`config.mk`:
```
export PLATFORM = sky130hd
export DESIGN_NAME = booth_mult_seq
export DESIGN_NICKNAME = d
export VERILOG_FILES = /design/src/rtl/booth_mult_seq.sv
export SDC_FILE = /design/constraint.sdc
export NUM_CORES = 1
export LEC_CHECK = 0
export CAP_MARGIN = 0
export CORE_ASPECT_RATIO = 1.2
export CORE_MARGIN = 1.5
export CORE_UTILIZATION = 30
export CTS_BUF_LIST = sky130_fd_sc_hd__clkbuf_16
export DETAILED_ROUTE_END_ITERATION = 8
export SYNTH_ARGS = -nofsm -noshare
export SYNTH_HDL_FRONTEND = slang
export SYNTH_SLANG_ARGS = --single-unit
export TNS_END_PERCENT = 10
```
`constraint.sdc`:
```
create_clock -name clk -period 2.61 [get_ports clk]
set_clock_uncertainty 0.1 [all_clocks]
set_input_delay 0.522 -clock clk [delete_from_list [all_inputs] [get_ports clk]]
set_output_delay 0.522 -clock clk [all_outputs]
set_load 0.02 [all_outputs]
```
`src/rtl/booth_mult_seq.sv`:
```
// Sequential radix-2 Booth multiplier with a Start/Finish handshake.
// Operands are widened by one bit. Sign or zero extension then lets one datapath
// handle both signed and unsigned products.
// The multiplier takes WIDTH+1 Booth steps. Product is registered and is loaded
// only on the final step, so it never shows a partial product.
module booth_mult_seq #(
  parameter int unsigned WIDTH = 8
) (
  input  logic               clk,
  input  logic               Resetn,
  input  logic               Start,
  input  logic               Signed,
  input  logic               Abort,
  input  logic [WIDTH-1:0]   Mplier,
  input  logic [WIDTH-1:0]   Mcand,
  output logic               Busy,
  output logic               Finish,
  output logic [2*WIDTH-1:0] Product
);

  // Counter must reach WIDTH, the index of the last step.
  localparam int unsigned CntW = $clog2(WIDTH + 2);
  localparam logic [CntW-1:0] LastCnt = CntW'(WIDTH);

  typedef enum logic [1:0] {
    StIdle = 2'd0,
    StCalc = 2'd1,
    StDone = 2'd2
  } state_e;

  state_e             state_q, state_d;
  logic [WIDTH:0]     m_q, m_d;
  logic [WIDTH:0]     a_q, a_d;
  logic [WIDTH:0]     q_q, q_d;
  logic               qm1_q, qm1_d;
  logic [CntW-1:0]    cnt_q, cnt_d;
  logic [2*WIDTH-1:0] product_q, product_d;

  // Booth step datapath, evaluated every cycle and used only in StCalc.
  logic [WIDTH:0] sum;
  logic [WIDTH:0] step_a;
  logic [WIDTH:0] step_q;

  function automatic logic [WIDTH:0] extend(input logic [WIDTH-1:0] v, input logic sgn);
    return {sgn & v[WIDTH-1], v};
  endfunction

  // Add or subtract M from A, then arithmetic-shift {A,Q,Q-1} right by one.
  always_comb begin
    sum = a_q;
    case ({q_q[0], qm1_q})
      2'b10:   sum = a_q - m_q;
      2'b01:   sum = a_q + m_q;
      default: sum = a_q;
    endcase
    step_a = {sum[WIDTH], sum[WIDTH:1]};
    step_q = {sum[0], q_q[WIDTH:1]};
  end

  // Next-state logic. Abort wins over completion on the last step.
  always_comb begin
    state_d   = state_q;
    m_d       = m_q;
    a_d       = a_q;
    q_d       = q_q;
    qm1_d     = qm1_q;
    cnt_d     = cnt_q;
    product_d = product_q;
    unique case (state_q)
      StIdle: begin
        if (Start) begin
          m_d     = extend(Mcand, Signed);
          q_d     = extend(Mplier, Signed);
          a_d     = '0;
          qm1_d   = 1'b0;
          cnt_d   = '0;
          state_d = StCalc;
        end
      end
      StCalc: begin
        if (Abort) begin
          state_d = StIdle;
        end else begin
          a_d   = step_a;
          q_d   = step_q;
          qm1_d = q_q[0];
          cnt_d = cnt_q + CntW'(1);
          if (cnt_q == LastCnt) begin
            // The exact result fits in the low 2*WIDTH bits of {A,Q}.
            product_d = {step_a[WIDTH-2:0], step_q};
            state_d   = StDone;
          end
        end
      end
      StDone: begin
        state_d = StIdle;
      end
      default: begin
        state_d = StIdle;
      end
    endcase
  end

  // State and datapath registers with asynchronous active-low reset.
  always_ff @(posedge clk or negedge Resetn) begin
    if (!Resetn) begin
      state_q   <= StIdle;
      m_q       <= '0;
      a_q       <= '0;
      q_q       <= '0;
      qm1_q     <= 1'b0;
      cnt_q     <= '0;
      product_q <= '0;
    end else begin
      state_q   <= state_d;
      m_q       <= m_d;
      a_q       <= a_d;
      q_q       <= q_d;
      qm1_q     <= qm1_d;
      cnt_q     <= cnt_d;
      product_q <= product_d;
    end
  end

  // Moore outputs decoded from the state register.
  always_comb begin
    Busy    = (state_q == StCalc);
    Finish  = (state_q == StDone);
    Product = product_q;
  end

endmodule

```
Word level (Yosys, flattened, before mapping)
Cells that the tools add are included.

Word-level logic and storage cells: 44. Input port bits: 21. Register bits after elaboration: 50. Output and inout bits: 18.

Reduce and logical (&&, ||, !) cells: 6. Bitwise logic cells: 3. $add $sub $neg: 3. Equal/unequal tests: 8. Mux-type cells: 17.

Operator list (count): 9-bit one-hot mux with 2 select lines (3); 9-bit 2-to-1 mux (4); 9-bit adder (1); 9-bit subtractor (1); 4-bit 2-to-1 mux (2); 4-bit one-hot mux with 2 select lines (1); 2-bit 2-to-1 mux (3); 3-bit AND reduction (2); 4-bit by 1-bit adder with 4-bit output (second input constant) (1); 2-bit by 1-bit == test with 1-bit output (second input constant) (2); 2-bit == test (second input constant) (2); 4-bit == test (second input constant) (1); 2-bit != test (second input constant) (2); 2-bit one-hot mux with 2 select lines (1); 2-bit AND reduction (2); 3-bit by 2-bit != test with 1-bit output (second input constant) (1); 1-bit AND (2); 2-bit logical NOT (1); 1-bit 2-to-1 mux (2); 1-bit one-hot mux with 2 select lines (1); 2-bit nonzero test (1); 1-bit NOT (1).

Longest topological paths before layout
Gate-level depths: netlist of run 1.

Word-level depth: 4. Mapped depth: 11. Mapped depth without buffers: 11.

Least setup slack after synthesis of run 1
Ideal clock, no wire load.

Path type: register -> register. Start: reg q_q[0]. End: reg a_q[5]. Arrival time: 2428 ps. Slack: -48 ps. Buffers on the path: 1. Stages on the path, launching flop included: 11. Setup time: 130 ps. Required time: 2380 ps. Period minus slack after synthesis: 2658 ps. Path through: dfrtp_1 inv_1 ha_1 clkbuf_1 mux2_2 fa_1 a211oi_1 o21bai_1 mux2i_1 a211oi_1 o21ai_0.

Longest elaborated chain between the ends: 4. Elaborated cells between the ends (all ways): 5. Those cells by class: eq/ne (2); mux (3).

RTL lines: start: declaration (line 34) `logic [WIDTH:0] q_q, q_d;`; start signal: assignment (line 118) `q_q <= q_d;`; 2-bit by 1-bit == test with 1-bit output or 2-bit == test (tied branches) (line 51) `case ({q_q[0], qm1_q})`; 9-bit one-hot mux with 2 select lines * (line 51); 9-bit 2-to-1 mux * (line 81) `if (Abort) begin`; 9-bit one-hot mux with 2 select lines * (line 69) `unique case (state_q)`; end signal: assignment (line 109) `a_q <= '0;`; end signal: assignment (line 117) `a_q <= a_d;`; end: declaration (line 33) `logic [WIDTH:0] a_q, a_d;`.

Mark *: on every way between the ends. The rest lies on a longest branch, timed or not. The select of a mux whose other input is x is not followed. A chain may end at the register's enable or synchronous reset.

Final worst setup path of run 1
Start: reg m_q[1]. End: reg product_q[13] (netlist: Product[13]).

Longest elaborated chain between the ends: 2. Elaborated cells between the ends (all ways): 3. Those cells by class: add/sub (2); mux (1).

RTL lines: start: declaration (line 32) `logic [WIDTH:0] m_q, m_d;`; start signal: assignment (line 116) `m_q <= m_d;`; 9-bit adder or 9-bit subtractor (tied branches) (line 53, 52); 9-bit one-hot mux with 2 select lines * (line 51); end signal: assignment (line 121) `product_q <= product_d;`; end: declaration (line 37) `logic [2*WIDTH-1:0] product_q, product_d;`.

Mark *: on every way between the ends. The rest lies on a longest branch, timed or not.

==> metrics.md, run 1 <==
| Metric | Value |
|---|---|
| Crit Path Category | flip-flop to flip-flop |
| RSZ-0062 raised after global routing | yes |
| Cells after Synth | ~260 |
| Static Leak | approximately 0.0016 uW |
| Worst hold margin | 0.238 ns |
| Final ANT Viol Nets | 0 |
| Fmax | 391 MHz |
| Post-synthesis register bit count | 49 |
| Placed cell areas | ~0.0033 mm^2 |
| Via Count | ~2100 |
| Post-route DRC | 0 |
| Worst EP arrival | 2.68 ns |
| CTS Buffer Depth | 2 |
| Number of nets in the layout | about 350 |
| Fraction of layout instances using a drive strength above 1 | 0.235 |
| Fin area | 0.00362 mm^2 |
| Register share of total power | 0.306 |
| Gate power share | 0.513 |
| CP endpoint kind | flip-flop |
| CP Max Fanout | 4 |
| Die height | approximately 110 um |
| Synth Flop Type | dfrtp_1 |
| Setup Viol. Count Final | 0 |
| CP Launch Type | flip-flop |
| Gp weighted congestion | between 0.7 and 0.8 |
| Syn nets | ~290 |
| Slew at the pin closest to its max-slew limit | just over 0.6 ns |
| Initial DRT Pass Iterations | 5 |
| GRT overflow | 0 |
| Worst path cell trace | buf_4 -> buf_4 -> nor3_2 -> nor2_2 -> xor2_1 -> ha_1 -> o21ai_2 -> o21bai_2 -> or4b_1 -> nand4_1 -> mux2_4 |
| Synth Warn # | 0 |
| Die X | 89.0 um |
| Outcome | complete, no violations |
| H-tree depth | 2 |
| Die Area | between 0.009 and 0.01 mm^2 |
| Global-route wire length before repair | around 10000 um |
| CTS Buf Count | 5 |
| Power Total | approximately 3400 uW |
| Core Footprint | ~0.0086 mm^2 |
| Most frequent CP cell | buf_4 |
| Post-synthesis average cell area | 10.3 um^2 |
| Final cell count without fillers | ~440 |
| Vias in the first global route | between 2000 and 2500 |
| Post-synth EDFFs | 0 |
| Post-DP HPWL | between 4000 and 5000 um |
| Slew HR | 0.585 |
| Sw Ratio | 0.382 |
| Final Hold Fails | 0 |
| CP max stage delay | about 0.51 ns |
| DP Cell Count | 423 |
| Clock power share | 0.181 |
| Clk Latency, worst-skew pair | about 0.28 ns |
| Clock sink count | 49 |
| Slew Viols, Final | 0 |
| Final WL | about 6200 um |
| Slowest stage cell, crit path | or4b_1 |
| IR drop worst, VDD | around 0.46 mV |
| # Max-Cap Violations | 0 |
| Worst-path clk slew | about 0.070 ns |
| I/O pin total | 39 |
| Pwr/cell area | approximately 950 mW/mm^2 |
| Register area share after synthesis | 0.461 |
| Vias/cell | ~4.8 |
| # diodes | 0 |
| CTS tree | built |
| Largest net degree at the start of global routing | 50 |
| Initial core utilization | 0.309 |
| Routed wire per std cell | between 10 and 15 um |
| Fraction of registers with async set/reset | 1.00 |
| IO buf count | 38 |
| Initial antenna violation count | 0 |
| Worst EP required | 2.74 ns |
| Cell row count | 37 |
| Post-synth cell types | 47 |
| Clock root cell | clkbuf_16 |
| Gr usage total | 0.138 |
| Final critical-path required period | 2.55 ns |
| Worst Hold Class | primary input to async pin |
| Synth Cell Area | 0.00266 mm^2 |
| Net switching power | around 1300 uW |
| Period utilisation layout | 0.979 |
| 1st-iter DRT viols | 90 |
| P_int | between 2000 and 2500 uW |
| Layout area overhead | 36.3% |
routing by layer:
layer  global-route usage  up-vias  wire [um]
li1                     -     1026          -
met1                0.176     1016       2750
met2                0.235       41       3210
met3               0.0280        6        204
met4               0.0363        0         78
met5                    0        -          0
worst max-delay path, delay by kind of cell, from the launching register on:
kind,cells,cell delay (ns)
AOI/OAI and AO/OA,2,0.19
xor gates and xnor gates,1,0.23
adders and majority gates,1,0.32
buffers and inverters,2,0.28
DFF,1,0.40
muxes,1,0.16
and+or+nand+nor,4,0.82
metrics by stage:
step                setup WS, ns  TNS [ns]   util
global placement         -0.0722    -0.185  0.381
floorplan                 0.0378         0      -
finish                    0.0550         0  0.421
global route             -0.0511   -0.0789  0.421
CTS                      0.00355         0  0.399
detailed placement       -0.0567    -0.181  0.381
synth_stat cells, types with 2 or more instances:
cell type	count	share of area
dfrtp_1	49	0.46
nand2_1	40	0.056
o21ai_0	23	0.043
nor2_1	16	0.023
mux2_2	13	0.055
ha_1	12	0.056
a21oi_1	11	0.021
mux2i_1	10	0.038
xor2_1	8	0.026
a22o_1	7	0.023
inv_1	7	0.0099
a21o_1	6	0.017
xnor2_1	6	0.020
nand3_1	5	0.0094
a211oi_1	4	0.011
buf_2	4	0.0075
buf_6	3	0.013
nor3_1	3	0.0056
clkbuf_1	2	0.0028
nand4_1	2	0.0047
o21bai_1	2	0.0056
kinds of logic after synthesis:
family | Yosys count | synth area share
and+or+nand+nor | 81 | 0.149
AOI/OAI and AO/OA | 60 | 0.144
DFF | 49 | 0.461
muxes | 24 | 0.0969
buffers and inverters | 18 | 0.0386
xor gates and xnor gates | 14 | 0.0461
adders and majority gates | 13 | 0.0640
final timing paths:
path | start | end | slack (ns) | depth (start not counted)
max | m_q[1] | Product[13] | 0.06 | 11
min | Resetn | Product[13] | 0.24 | 2
max reg2reg | m_q[1] | Product[13] | 0.06 | 11
min reg2reg | qm1_q | qm1_q | 0.40 | 2
max in group asynchronous | Resetn | cnt_q[2] | 1.75 | 2
min in group clk | qm1_q | qm1_q | 0.40 | 2
flip-flops by register name (all words and copies together), names as in the netlist:
register  count
m_q           9
a_q           8
Product      16
qm1_q         1
state_q       2
q_q           9
cnt_q         4
cell type report:
cell class,instances,area [um^2]
Tap cell,117,146
Inverter,8,37.5
Multi-Input combinational cell,192,1480
Fill cell,854,4990
Timing Repair Buffer,62,592
Clock buffer,5,125
Clock inverter,3,15.0
Sequential cell,49,1230
cell usage in the layout, fill, tap and decap left out, types with 2 or more instances in the layout:
| cell | netlist | routed |
|---|---|---|
| a211oi_2 | 1 | 5 |
| a21o_1 | 6 | 6 |
| a21oi_1 | 11 | 10 |
| a22o_1 | 7 | 7 |
| buf_12 | 0 | 2 |
| buf_4 | 0 | 19 |
| buf_6 | 3 | 3 |
| clkbuf_16 | 0 | 5 |
| clkdlybuf4s50_1 | 0 | 37 |
| dfrtp_1 | 49 | 49 |
| ha_1 | 12 | 7 |
| ha_4 | 0 | 4 |
| inv_1 | 7 | 7 |
| inv_2 | 0 | 2 |
| mux2_2 | 13 | 12 |
| mux2_4 | 0 | 2 |
| mux2i_1 | 10 | 10 |
| nand2_1 | 40 | 40 |
| nand3_1 | 5 | 5 |
| nand4_1 | 2 | 2 |
| nor2_1 | 16 | 14 |
| nor2_2 | 1 | 2 |
| nor2_4 | 1 | 2 |
| nor3_1 | 3 | 2 |
| o21ai_0 | 23 | 20 |
| o21ai_1 | 0 | 2 |
| xnor2_1 | 6 | 5 |
| xor2_1 | 8 | 7 |
repair_timing:
action / 4_1_cts / 5_1_grt
buffers inserted: 0 / 5
hold buffers: 0 / 0
resized for setup: 4 / 31
pin swaps: 4 / 17
endpoints found under the setup margin: 4 / 11
power groups by stage:
stage / combinational, uW / sequential, uW / clock, uW
3_5_place_dp: 1440 / 1050 / 0
4_1_cts: 1480 / 1030 / 640
2_1_floorplan: 1010 / 1020 / 0
3_3_place_gp: 1420 / 1050 / 0
6_report: 1760 / 1050 / 623
5_1_grt: 1950 / 1070 / 670
(Power assumes the default switching activity.)
==> inputs of run 2 (changes only) <==
--- a/config.mk
+++ b/config.mk
@@ -5,7 +5,7 @@
 export SDC_FILE = /design/constraint.sdc
 export NUM_CORES = 1
 export LEC_CHECK = 0
-export CAP_MARGIN = 0
+export CAP_MARGIN = 20
 export CORE_ASPECT_RATIO = 1.2
 export CORE_MARGIN = 1.5
 export CORE_UTILIZATION = 30
==> results of run 2 <==
Same layout as run 1: the final DEF is identical, and so are final timing and power.
